--- config.mk ---
export PLATFORM = sky130hd
export DESIGN_NAME = pipe_flow_ctrl
export DESIGN_NICKNAME = d
export VERILOG_FILES = /design/src/rtl/pipe_flow_ctrl.sv
export SDC_FILE = /design/constraint.sdc
export NUM_CORES = 1
export LEC_CHECK = 0
export CAP_MARGIN = 20
export CORE_AREA = 2 2 39 41
export DETAILED_ROUTE_END_ITERATION = 16
export DIE_AREA = 0 0 41 43
export PLACE_DENSITY_LB_ADDON = 0.12
export SYNTH_ARGS = -nofsm -noshare
export SYNTH_HDL_FRONTEND = slang
export SYNTH_SLANG_ARGS = --single-unit
--- constraint.sdc ---
create_clock -name Clock -period 3.05 [get_ports Clock]
set_clock_uncertainty 0.15 [all_clocks]
set_input_delay 0.61 -clock Clock [delete_from_list [all_inputs] [get_ports Clock]]
set_output_delay 0.61 -clock Clock [all_outputs]
set_load 0.03 [all_outputs]
--- src/rtl/pipe_flow_ctrl.sv ---
// Flow controller for an enable-gated delay line of STAGES cycles: tracks which
// stages hold valid words, applies backpressure, and sequences flush/clear.
module pipe_flow_ctrl #(
  parameter  int STAGES = 4,
  localparam int OCC_W  = $clog2(STAGES + 1)
) (
  input  logic             Clock,
  input  logic             Reset,
  input  logic             In_valid,
  output logic             In_ready,
  output logic             Out_valid,
  input  logic             Out_ready,
  output logic             Pipe_enable,
  input  logic             Flush,
  input  logic             Clear,
  output logic             Flush_done,
  output logic [OCC_W-1:0] Occupancy,
  output logic             Busy
);

  generate
    if (STAGES < 1 || STAGES > 64) begin : g_bad_stages
      $fatal(1, "pipe_flow_ctrl: STAGES must lie in 1..64");
    end
  endgenerate

  typedef enum logic {ST_RUN, ST_FLUSH} state_t;

  state_t             r_state;
  state_t             w_state_nxt;
  logic [STAGES-1:0]  r_v;
  logic [OCC_W-1:0]   r_occ;
  logic               r_flush_done;
  logic               w_flush_done_nxt;
  logic               w_pipe_en;
  logic               w_in_ready;
  logic               w_out_valid;
  logic               w_accept;
  logic               w_xfer;

  // Reset gates the handshake outputs too, so nothing moves while it is held.
  assign w_pipe_en   = (!r_v[STAGES-1] | Out_ready) & !Clear & !Reset;
  assign w_out_valid = r_v[STAGES-1] & !Clear & !Reset;
  assign w_in_ready  = w_pipe_en & (r_state == ST_RUN) & !Flush;
  assign w_accept    = In_valid & w_in_ready;
  assign w_xfer      = w_out_valid & Out_ready;

  assign Pipe_enable = w_pipe_en;
  assign Out_valid   = w_out_valid;
  assign In_ready    = w_in_ready;
  assign Flush_done  = r_flush_done;
  assign Occupancy   = r_occ;
  assign Busy        = (r_occ != '0) | (r_state == ST_FLUSH);

  always_ff @(posedge Clock) begin
    if (Reset || Clear) begin
      r_v <= '0;
    end else if (w_pipe_en) begin
      r_v[0] <= w_accept;
      for (int i = 1; i < STAGES; i++) begin
        r_v[i] <= r_v[i-1];
      end
    end
  end

  always_ff @(posedge Clock) begin
    if (Reset || Clear) begin
      r_occ <= '0;
    end else begin
      case ({w_accept, w_xfer})
        2'b10:   r_occ <= r_occ + OCC_W'(1);
        2'b01:   r_occ <= r_occ - OCC_W'(1);
        default: r_occ <= r_occ;
      endcase
    end
  end

  // The drain completes one cycle after the registered count is seen empty.
  always_comb begin
    w_state_nxt      = r_state;
    w_flush_done_nxt = 1'b0;
    if (Clear) begin
      w_state_nxt = ST_RUN;
    end else begin
      case (r_state)
        ST_RUN: begin
          if (Flush) w_state_nxt = ST_FLUSH;
        end
        ST_FLUSH: begin
          if (r_occ == '0) begin
            w_state_nxt      = ST_RUN;
            w_flush_done_nxt = 1'b1;
          end
        end
        default: w_state_nxt = ST_RUN;
      endcase
    end
  end

  always_ff @(posedge Clock) begin
    if (Reset) begin
      r_state      <= ST_RUN;
      r_flush_done <= 1'b0;
    end else begin
      r_state      <= w_state_nxt;
      r_flush_done <= w_flush_done_nxt;
    end
  end

endmodule

==> reports/results.ini <==
[run_status]
status=complete, no violations

[worst_setup_path]
worst_path_largest_cell_delay_ns=0.66
crit_path_cell_trace=clkdlybuf4s50_1 > nor2_1 > and2_1 > clkdlybuf4s50_1
critical_path_required_ns=2.29
crit_top_cell=clkdlybuf4s50_1
crit_type=in2out
path_depth=4
end_kind=output port
cp_num_buf_inv=2
ff2ff_path_depth=9
crit_family=buffers and inverters
crit_path_top_delay_cell=clkdlybuf4s50_1
critPathMaxFanout=3
crit_arrival_ns=1.98
cp-start-kind=input pin

[sta]
hold_violations=0
final.min_clock_period_ns=2.74
worst_slack_ns=0.306
worstMarginPinSlew_ns=0.328
setup_viol=0
drv_slew=0
setup_tns_ns=0
fmax_ghz=0.364
rsz0062_at_grt=no
fin_crit_sh=0.900
timing.slew.headroom=0.780

[cts]
cts_sinks=9
cts_made_buffers=3
cts_resized=0
cts_tree=yes
htree_num_levels=1
clock_latency_ns=0.25
ctsHoldBuffers=0
cts-root-buf=clkbuf_4
clockBufferDepth=2
post_cts_buffers=0
cts.clk_slew.worst_paths_ns=0.06

[synth]
synth-seq-cells=9
ys_seq_area_frac=0.442
synth_cell_types=22
synth_nets=55
ys.warnings.count=0
yosysTopAreaCell=dfxtp_1
syn_area_um2=408
avgSynthCellArea_um2=8.68
synth_top_area_frac=0.442
synthCells=47
synthTopCellsByArea=dfxtp_1, nor2_1, fa_1, mux2i_1, xor2_1

[power_and_ir_drop]
ir_drop_v=0.000196
p_per_area_mw_per_mm2=400
leakage_uw=0.000214

[cells_and_area]
layout_commonest_cell=clkdlybuf4s50_1
layout-drive-gt1-share=0.109
final_cell_mix=clkdlybuf4s50_1, nor2_1, dfxtp_1
areaGrowthSynthToFinish_pct=43.3
antenna_cells=0
final_cells=80
nNetsFinal=73
final_util=0.422

[routing]
wl_met3_um=56
drc=0
drtIter0Drc=10
via_count=358
drtPass1Iterations=4
top_layer=met3
wirelength_um=732
dr_wl_met2_um=327
met1Wirelength_um=349
vias_per_cell=4.48
wl_per_cell_um=9.15
antenna_left=0

[min_path]
holdPathStages=2
hp-class=reg2reg

[floorplanning]
core_mm2=0.00138
die_h_um=43
dieArea_mm2=0.00176
die_x_um=41
rows=14
ios=14
start_util=0.295

[global_route]
first_global_vias=345
antenna_found_initial=0
grt_max_degree=10
grt_pass1_wl_um=1350
grt_overflow_total=0
track_usage=0.119

[place]
place_ws_ns=0.227
dp_hpwl_um=603
gp_congestion=0.655
place_inst=76
numPortBuffers=13

[run]
maxCapViolCount=0

[state kept, by name, summed over array words and instances (netlist names)]
| register | cells |
|---|---|
| r_v | 4 |
| Occupancy | 3 |
| Flush_done | 1 |
| r_state | 1 |
[routing by layer]
layer	global-route usage	vias to the layer above
li1	-	189
met1	0.152	156
met2	0.147	13
met3	0.0785	0
met4	0.0600	0
met5	0	-
[area by class of cell]
class | count | area [µm²]
inverter | 3 | 11.3
clock buffer | 4 | 26.3
multi-input combinational | 33 | 206
fill | 139 | 800
sequential | 9 | 180
tap | 16 | 20.0
timing repair buffer | 15 | 140
[stage by stage]
stage / hold WS [ns] / total power [µW] / area (µm²)
global placement: 0.301 / 149 / 558
detailed placement: 0.301 / 149 / 558
finish: 0.304 / 234 / 584
CTS: 0.309 / 241 / 584
global route: 0.322 / 251 / 584
floorplan: 0.281 / 135 / 408
[cell usage after synthesis]
cell / count
a211oi_1: 1
o21ai_0: 1
ha_1: 1
or3_1: 1
xor2_1: 2
dfxtp_1: 9
nand3b_1: 1
nor2_1: 10
mux2i_1: 2
nand3_1: 1
or2_0: 1
a21oi_1: 3
and3_1: 2
nand2_1: 1
buf_2: 2
nor3_1: 1
fa_1: 1
nor2b_1: 1
and2_1: 1
inv_1: 3
nand2b_1: 1
nor4_1: 1
[worst reg2reg max path, delay by kind of cell, from the launching register on]
family,cells,cell delay [ns]
xor+xnor,1,0.16
fa+ha+maj,2,0.55
simple gates,4,0.64
flops,1,0.32
compound gates,1,0.13
buf+inv,1,0.06
[report_power, final]
group	internal, µW	switching [µW]	total (µW)
registers	119	1.17	120
logic	12.8	12.9	25.7
clock network	50.1	37.5	87.6
total	182	51.6	234
[cell families (layout without fill, tap and decap cells)]
kind of cell | Yosys count | in the layout | synth area share
and+or+nand+nor | 22 | 22 | 0.267
DFF | 9 | 9 | 0.442
AOI/OAI and AO/OA | 5 | 5 | 0.0675
buffers and inverters | 5 | 22 | 0.0521
adders and majority gates | 2 | 2 | 0.0798
xor gates and xnor gates | 2 | 2 | 0.0430
muxes | 2 | 2 | 0.0491
[final timing paths]
| kind | startpoint | end | slack (ns) |
|---|---|---|---|
| hold reg to reg | r_v[0]$_SDFFE_PP0N_ | r_v[0]$_SDFFE_PP0N_ | 0.30 |
| hold / removal | r_v[0]$_SDFFE_PP0N_ | r_v[0]$_SDFFE_PP0N_ | 0.30 |
| setup / recovery | Clear | Out_valid | 0.31 |
| setup reg to reg | r_v[3]$_SDFFE_PP0N_ | Occupancy[2]$_SDFFE_PP0P_ | 0.98 |
Note: power is estimated with default switching activity, not from simulation.
